## src/rtl/sa_autosa_glb_intr_sched.sv

```systemverilog
// Round-robin service sequencer for the GLB done-status bank: offers one pending
// unmasked source, issues its write-1-to-clear and waits (bounded) for the bit to fall.
module sa_autosa_glb_intr_sched #(
    parameter int NUM_SRC = 12,
    parameter int ID_W    = 4,
    parameter int TMO_W   = 8,
    parameter int CNT_W   = 16
) (
    input  logic               autosa_core_clk,
    input  logic               autosa_core_rst,
    input  logic               enable,
    input  logic [NUM_SRC-1:0] src_status,
    input  logic [NUM_SRC-1:0] src_mask,
    output logic               evt_valid,
    output logic [ID_W-1:0]    evt_id,
    input  logic               evt_ready,
    output logic               clr_valid,
    output logic [NUM_SRC-1:0] clr_vec,
    input  logic               clr_ready,
    input  logic [TMO_W-1:0]   tmo_limit,
    output logic               busy,
    output logic               err,
    output logic [ID_W-1:0]    err_id,
    input  logic               err_clr,
    output logic [CNT_W-1:0]   svc_cnt
);

    typedef enum logic [1:0] {
        ST_IDLE      = 2'd0,
        ST_PRESENT   = 2'd1,
        ST_CLEAR     = 2'd2,
        ST_WAIT_DROP = 2'd3
    } state_t;

    state_t             state_r, state_nxt_s;
    logic [ID_W-1:0]    cur_id_r, cur_id_nxt_s, cur_id_inc_s;
    logic [ID_W-1:0]    rr_ptr_r, rr_ptr_nxt_s;
    logic [ID_W-1:0]    pick_id_s, scan_id_s;
    logic               pick_found_s;
    int                 scan_idx_s;
    logic [NUM_SRC-1:0] pending_s;
    logic [TMO_W-1:0]   tmo_cnt_r, tmo_cnt_nxt_s;
    logic [CNT_W-1:0]   svc_cnt_r, svc_cnt_nxt_s;
    logic               err_r, err_nxt_s, tmo_hit_s;
    logic [ID_W-1:0]    err_id_r, err_id_nxt_s;
    logic               evt_valid_r, clr_valid_r, busy_r;
    logic [NUM_SRC-1:0] clr_vec_r;

    function automatic logic [NUM_SRC-1:0] id_onehot(input logic [ID_W-1:0] id);
        logic [NUM_SRC-1:0] vec;
        for (int i = 0; i < NUM_SRC; i++) begin
            vec[i] = (id == ID_W'(i));
        end
        return vec;
    endfunction

    assign pending_s    = src_status & ~src_mask;
    assign cur_id_inc_s = (cur_id_r == ID_W'(NUM_SRC - 1)) ? {ID_W{1'b0}} : cur_id_r + ID_W'(1);

    // First pending source at or after rr_ptr_r, wrapping past the last source
    always_comb begin
        pick_id_s    = {ID_W{1'b0}};
        pick_found_s = 1'b0;
        scan_idx_s   = 0;
        scan_id_s    = {ID_W{1'b0}};
        for (int i = 0; i < NUM_SRC; i++) begin
            scan_idx_s = int'(rr_ptr_r) + i;
            if (scan_idx_s >= NUM_SRC) begin
                scan_idx_s = scan_idx_s - NUM_SRC;
            end else begin
                scan_idx_s = scan_idx_s;
            end
            scan_id_s = ID_W'(scan_idx_s);
            if (!pick_found_s && pending_s[scan_id_s]) begin
                pick_id_s    = scan_id_s;
                pick_found_s = 1'b1;
            end else begin
                pick_found_s = pick_found_s;
            end
        end
    end

    // Service sequencing: next state, timeout counting and bookkeeping
    always_comb begin
        state_nxt_s   = state_r;
        cur_id_nxt_s  = cur_id_r;
        rr_ptr_nxt_s  = rr_ptr_r;
        tmo_cnt_nxt_s = tmo_cnt_r;
        svc_cnt_nxt_s = svc_cnt_r;
        err_id_nxt_s  = err_id_r;
        tmo_hit_s     = 1'b0;
        case (state_r)
            ST_IDLE: begin
                if (enable && pick_found_s) begin
                    state_nxt_s  = ST_PRESENT;
                    cur_id_nxt_s = pick_id_s;
                end else begin
                    state_nxt_s = ST_IDLE;
                end
            end
            ST_PRESENT: begin
                if (evt_ready) begin
                    state_nxt_s = ST_CLEAR;
                end else begin
                    state_nxt_s = ST_PRESENT;
                end
            end
            ST_CLEAR: begin
                if (clr_ready) begin
                    state_nxt_s   = ST_WAIT_DROP;
                    tmo_cnt_nxt_s = {TMO_W{1'b0}};
                end else begin
                    state_nxt_s = ST_CLEAR;
                end
            end
            ST_WAIT_DROP: begin
                // a falling bit wins over a timeout landing in the same cycle
                if (!src_status[cur_id_r]) begin
                    state_nxt_s  = ST_IDLE;
                    rr_ptr_nxt_s = cur_id_inc_s;
                    if (svc_cnt_r != {CNT_W{1'b1}}) begin
                        svc_cnt_nxt_s = svc_cnt_r + CNT_W'(1);
                    end else begin
                        svc_cnt_nxt_s = svc_cnt_r;
                    end
                end else if (tmo_cnt_r == tmo_limit) begin
                    state_nxt_s  = ST_IDLE;
                    rr_ptr_nxt_s = cur_id_inc_s;
                    err_id_nxt_s = cur_id_r;
                    tmo_hit_s    = 1'b1;
                end else begin
                    tmo_cnt_nxt_s = tmo_cnt_r + TMO_W'(1);
                end
            end
            default: begin
                state_nxt_s = ST_IDLE;
            end
        endcase
        if (tmo_hit_s) begin
            err_nxt_s = 1'b1;
        end else if (err_clr) begin
            err_nxt_s = 1'b0;
        end else begin
            err_nxt_s = err_r;
        end
    end

    // State and registered outputs, all derived from the next state
    always_ff @(posedge autosa_core_clk) begin
        if (autosa_core_rst) begin
            state_r     <= ST_IDLE;
            cur_id_r    <= {ID_W{1'b0}};
            rr_ptr_r    <= {ID_W{1'b0}};
            tmo_cnt_r   <= {TMO_W{1'b0}};
            svc_cnt_r   <= {CNT_W{1'b0}};
            err_r       <= 1'b0;
            err_id_r    <= {ID_W{1'b0}};
            evt_valid_r <= 1'b0;
            clr_valid_r <= 1'b0;
            clr_vec_r   <= {NUM_SRC{1'b0}};
            busy_r      <= 1'b0;
        end else begin
            state_r     <= state_nxt_s;
            cur_id_r    <= cur_id_nxt_s;
            rr_ptr_r    <= rr_ptr_nxt_s;
            tmo_cnt_r   <= tmo_cnt_nxt_s;
            svc_cnt_r   <= svc_cnt_nxt_s;
            err_r       <= err_nxt_s;
            err_id_r    <= err_id_nxt_s;
            evt_valid_r <= (state_nxt_s == ST_PRESENT);
            clr_valid_r <= (state_nxt_s == ST_CLEAR);
            clr_vec_r   <= (state_nxt_s == ST_CLEAR) ? id_onehot(cur_id_nxt_s) : {NUM_SRC{1'b0}};
            busy_r      <= (state_nxt_s != ST_IDLE);
        end
    end

    assign evt_valid = evt_valid_r;
    assign evt_id    = cur_id_r;
    assign clr_valid = clr_valid_r;
    assign clr_vec   = clr_vec_r;
    assign busy      = busy_r;
    assign err       = err_r;
    assign err_id    = err_id_r;
    assign svc_cnt   = svc_cnt_r;

endmodule

```

## config.mk

```make
export PLATFORM = sky130hd
export DESIGN_NAME = sa_autosa_glb_intr_sched
export DESIGN_NICKNAME = d
export VERILOG_FILES = /design/src/rtl/sa_autosa_glb_intr_sched.sv
export SDC_FILE = /design/constraint.sdc
export NUM_CORES = 1
export LEC_CHECK = 0
export CORE_UTILIZATION = 56
export CTS_CLUSTER_DIAMETER = 80
export DETAILED_ROUTE_END_ITERATION = 8
export PLACE_DENSITY = 0.82
export SLEW_MARGIN = 25
export SYNTH_ARGS = -nofsm -noshare
export SYNTH_HDL_FRONTEND = slang
export SYNTH_SLANG_ARGS = --single-unit
```

## constraint.sdc

```tcl
create_clock -name autosa_core_clk -period 5.2 [get_ports autosa_core_clk]
set_input_delay 0.78 -clock autosa_core_clk [delete_from_list [all_inputs] [get_ports autosa_core_clk]]
set_output_delay 0.78 -clock autosa_core_clk [all_outputs]
set_load 0.01 [all_outputs]
```

Word-level counts from Yosys, hierarchy flattened
Cells that the tools add are included.

storage, ports and cells
  logic and storage cells = 204
  register bits = 54
  input port bits = 38
  output and inout port bits = 40

operators by class
  equality and inequality tests = 23
  reduce and logical (&&, ||, !) cells = 33
  magnitude comparators = 25
  bitwise logic cells = 4
  add/subtract/negate cells = 26
  muxes and demuxes = 82

operator list
  operator                                                     count
  2-to-1 mux 4 bit                                             29
  less-than comparator 4 x 5 -> 1 bit (second input constant)  13
  >= comparator 5 x 4 -> 1 bit (second input constant)         11
  binary-select mux 1 bit (select 4 bit)                       13
  subtractor 4 bit (second input constant)                     12
  2-to-1 mux 1 bit                                             32
  2-to-1 mux 8 bit                                             3
  adder 4 x 3 -> 5 bit (second input constant)                 4
  adder 4 x 4 -> 5 bit (second input constant)                 4
  == test 4 bit (second input constant)                        5
  adder 16 x 1 -> 16 bit (second input constant)               1
  == test 4 x 3 -> 1 bit (second input constant)               4
  inequality test 16 bit (second input constant)               1
  case mux 8 bit (2 select lines)                              1
  bitwise AND 12 bit                                           1
  logical AND 1 bit                                            12
  NOT 12 bit                                                   1
  zero test 1 bit                                              11
  adder 4 x 2 -> 5 bit (second input constant)                 2
  adder 8 x 1 -> 8 bit (second input constant)                 1
  == test 4 x 2 -> 1 bit (second input constant)               2
  == test 8 bit                                                1
  case mux 2 bit (4 select lines)                              1
  == test 2 bit (second input constant)                        3
  16 further kinds                                             25

Longest topological paths before layout
  depth after elaboration = 44
  gate-level depth with buffers = 19
  gate-level depth less buffers = 16

Worst setup path after synthesis
No wires, ideal clock.

  path type = register to register
  start = register rr_ptr_r[1]
  end = register clr_vec_r[3] (netlist: clr_vec[3])
  setup time = 117 ps
  arrival time = 3897 ps
  required time = 5083 ps
  path buffers = 3
  period minus slack after synthesis = 4014 ps
  cell stages (with the launch flop) = 19
  slack = 1186 ps
  path through = dfxtp_1 buf_2 inv_1 ha_1 buf_2 xor2_2 inv_2 ha_1 and2_1 a211oi_1 a21oi_1 or3_1 clkbuf_1 nand2_1 nor3_2 and3_1 or4_4 a31oi_4 and4b_1

between the ends
  word-level cells in the longest chain between the ends = 44
  elaborated cells between the ends (all ways) = 126
  classes of those cells = 23 x add/sub; 12 x order compare; 2 x eq/ne; 64 x mux; 1 x bitwise; 24 x reduce/logical

ends and longest elaborated chain
  item                                                           line  text
  from (decl)                                                    37    logic [ID_W-1:0] rr_ptr_r, rr_ptr_nxt_s;
  from (signal assigned)                                         153   rr_ptr_r <= {ID_W{1'b0}};
  from (signal assigned)                                         165   rr_ptr_r <= rr_ptr_nxt_s;
  branches (longest 44 deep; another with adder 4 x 1 -> 5 bit)  -
  to (signal assigned)                                           160   clr_vec_r <= {NUM_SRC{1'b0}};
  to (signal assigned)                                           172   clr_vec_r <= (state_nxt_s == ST_CLEAR) ? id_onehot(cur_id_nxt_s) : {NUM_SRC{1'b0}};
  to (decl)                                                      47    logic [NUM_SRC-1:0] clr_vec_r;

Several ways; the timed one is not identified. The select of a mux whose other input is x is not followed.
A chain may end at the register's enable or synchronous reset.

Worst setup path after layout
  start = register rr_ptr_r[3]
  end = register clr_vec_r[1] (netlist: clr_vec[1])

The elaborated chain is that of the path after synthesis.

==> flow_summary_export.csv <==
group,metric,value,unit
run_status,status,"completed",
worst_setup_path,path_class,"reg2reg",
placement,numPortBuffers,77,
pwr,power_frac_clock,27.3,%
synthesis,synth.distinct_cells,87,
detailed_routing,drc,0,
synthesis,synth_edf_count,0,
sta,final.period_utilization,89.45,%
pwr,power.total,1.052,mW
cts,cts_sinks,54,
worst_setup_path,slowest_delay,0.88,ns
floorplan,row_count,34,
pwr,switching_share,32.41,%
cts,cts_buffer_depth,2,
finish,antennaDiodeCount,0,
synthesis,synth.avg_cell_area,8.006,sq um
synthesis,ys_async_sr_fraction,0,%
sta,max_freq,215.0,MHz
worst_setup_path,path_max_fanout,17,
sta,slew_headroom,44.07,%
detailed_routing,top_layer_used,"met4",
pwr,internal_power,0.7108,mW
sta,drv_slew,0,
worst_setup_path,crit_top_cell,"o21ai_0",
placement,gp_congestion,1.075,
global_routing,grt_first_pass_wirelength,24.96,mm
floorplan,ios,78,
global_routing,grtUsageTotal,32.46,%
detailed_routing,routed_wl,15.51,mm
finish,drive_gt1_share,8.535,%
finish,syn_to_final_growth,18.83,%
pwr,power_frac_comb,30.5,%
floorplan,start_util,58.01,%
detailed_routing,met3_length,1.374,mm
synthesis,synth_nets,699,
sta,final-setup-viol-count,0,
sta,tns,0,ns
synthesis,synth_ff_type,"dfxtp_1",
worst_setup_path,crit_chain,"inv_1, ha_1, o21ai_0, a31oi_1, o21ai_0, a21boi_2, or2_1, nor3_1, a41oi_1, or2_2, o21a_1, nor4b_1",
detailed_routing,firstDrtPassIters,8,
cts,cts_made_buffers,5,
detailed_routing,via_count,5315,
synthesis,postSynthCellCount,635,
global_routing,grt_pass1_vias,5039,
detailed_routing,drt_iter0_drc,468,
global_routing,antenna_found_initial,0,
sta,rsz0062_at_grt,"false",
global_routing,grt-ovfl-total,0,
cts,cts_tree,"done",
worst_setup_path,slowest_stage,"dfxtp_1",
pwr,irDropWorstVdd,126.0,uV
finish,final_util,68.93,%
global_routing,grt_start_max_net_pins,37,
worst_setup_path,critical_path_required,5.40,ns
pwr,p_per_area,174.1,mW/mm^2
floorplan,dieArea,0.009463,sq mm
sta,period_needed,4.652,ns
pwr,switchingPower,0.3408,mW
cts,ctsRootBufferMaster,"clkbuf_8",
detailed_routing,routed-wl-met2,6.827,mm
pwr,seqPwrFrac,42.2,%
detailed_routing,wl_per_cell,19.13,microns
placement,dpl.hpwl,12.09,mm
worst_setup_path,critPathBufInv,1,
floorplan,dieHeight,97.28,microns
synthesis,ys_ff_latch,54,
worst_setup_path,critPathTopFamily,"simple AND/OR/NAND/NOR gates",
detailed_routing,avgViaCountPerCell,6.554,
finish,fillers,704,
cts,insertion_delay,0.31,ns
cts,cts.clk_slew.worst_paths,0.11,ns
min_path,hold_path.class,"reg2reg",
synthesis,ys_warn_count,0,
sta,worstMarginPinSlew,0.8377,ns
synthesis,syn_area,0.005084,sq mm
cts,htreeDepth,2,
synthesis,seq_area_frac_synth,21.27,%
cts,hold_buffers,0,
floorplan,die_w,97.28,microns
worst_setup_path,cp-end-kind,"flip-flop",
finish,nets,766,
cts,post_cts_buffers,0,
pwr,power.static_leakage,2.234,nW
detailed_routing,m1WireLength,6.860,mm
floorplan,core_area,0.008763,sq mm
sta,hold_viol_final,0,
job,cap_violations,0,
sta,fin_skew,0.01308,ns
worst_setup_path,worstPathArrival,4.85,ns
worst_setup_path,start_kind,"flip-flop",
detailed_routing,ant_nets,0,
## synthesized netlist by cell type (11+ instances only)
master     n  share of area [%]
nand4_1   18                2.2
nand3_1   19                1.9
nor2_1    71                5.2
nand2_1   40                3.0
nor3_1    15                1.5
xnor2_1   17                2.9
nor2b_1   16                2.0
clkbuf_1  13               0.96
nand2b_1  15                1.8
inv_1     21                1.6
mux4_2    12                5.3
and3_1    11                1.4
ha_1      26                6.4
dfxtp_1   54                 21
a21oi_1   41                4.0
xor2_1    17                2.9
o21ai_0   30                3.0
## power by group through the flow
| stage | logic [mW] | clock network (mW) | registers [mW] |
|---|---|---|---|
| after floorplan | 0.212 | 0 | 0.443 |
| after global placement | 0.309 | 0 | 0.451 |
| after detailed placement | 0.311 | 0 | 0.452 |
| after CTS | 0.314 | 0.293 | 0.443 |
| after global routing | 0.345 | 0.306 | 0.445 |
| final | 0.321 | 0.287 | 0.443 |
## stage by stage
stage	area (sq um)	instances	hold WS, ns	setup slack, ns
after floorplan	5084	635	0.4934	1.186
after global placement	5929	803	0.4661	0.5340
after detailed placement	5929	803	0.4735	0.4857
after CTS	6040	811	0.4876	0.4279
after global routing	6041	811	0.5145	0.1694
final	6041	811	0.4829	0.5485
## worst register-to-register path, cell delays in order, from the launching register on
cell	delay, ns
dfxtp_1	0.88
inv_1	0.39
ha_1	0.40
o21ai_0	0.33
a31oi_1	0.18
o21ai_0	0.31
a21boi_2	0.14
or2_1	0.32
nor3_1	0.49
a41oi_1	0.25
or2_2	0.33
o21a_1	0.19
nor4b_1	0.33
## layer usage
| layer | up-vias | track usage (%) |
|---|---|---|
| met3 | 44 | 7.338 |
| met5 | - | 0 |
| met1 | 2489 | 44.93 |
| met2 | 287 | 50.22 |
| met4 | 0 | 10.29 |
| li1 | 2495 | - |
## placed cells by master (no fill, tap or decap), types with 16 or more instances in the layout
| cell type | count |
|---|---|
| xor2_1 | 17 |
| ha_1 | 26 |
| clkdlybuf4s50_1 | 77 |
| xnor2_1 | 17 |
| a21oi_1 | 41 |
| o21ai_0 | 30 |
| nand3_1 | 19 |
| nor2b_1 | 16 |
| dfxtp_1 | 53 |
| nand4_1 | 18 |
| nand2_1 | 40 |
| nor2_1 | 71 |
| inv_1 | 21 |
## final timing paths
| kind | depth (start not counted) | to | from | slack (ns) |
|---|---|---|---|---|
| min reg2reg | 2 | err | err | 0.48 |
| max reg2reg | 12 | clr_vec[1] | rr_ptr_r[3] | 0.55 |
| max | 12 | clr_vec[1] | rr_ptr_r[3] | 0.55 |
| min | 2 | err | err | 0.48 |
## registers in the layout, indices dropped and copies added, names as in the netlist
register   cells
svc_cnt       16
evt_id         4
clr_valid      1
err_id         4
evt_valid      1
tmo_cnt_r      8
clr_vec       12
rr_ptr_r       4
state_r        2
err            1
busy           1
## cells by family (layout without fill, tap and decap cells)
kind of cell,after synthesis,count (layout),synth area share [%]
flops,54,54,21.27
xor+xnor,36,36,6.719
mux,25,25,7.950
fa+ha+maj,26,26,6.399
buf+inv,50,118,4.356
simple gates,283,283,31.63
compound gates,161,161,21.68
## what timing repair did
action,in CTS,in global routing
endpoints found under the setup margin,0,7
gates resized for setup,0,1
hold endpoints to repair,0,0
## area by class of cell
| type | count | area [sq um] | area share, % |
|---|---|---|---|
| inverter | 23 | 86.33 | 1.429 |
| sequential | 54 | 1082 | 17.92 |
| timing repair buffer | 87 | 845.8 | 14.00 |
| clock inverter | 2 | 37.54 | 0.6214 |
| clock buffer | 6 | 72.57 | 1.201 |
| tap | 108 | 135.1 | 2.237 |
| multi-input combinational | 531 | 3781 | 62.59 |
Note: power is estimated with default switching activity, not from simulation.
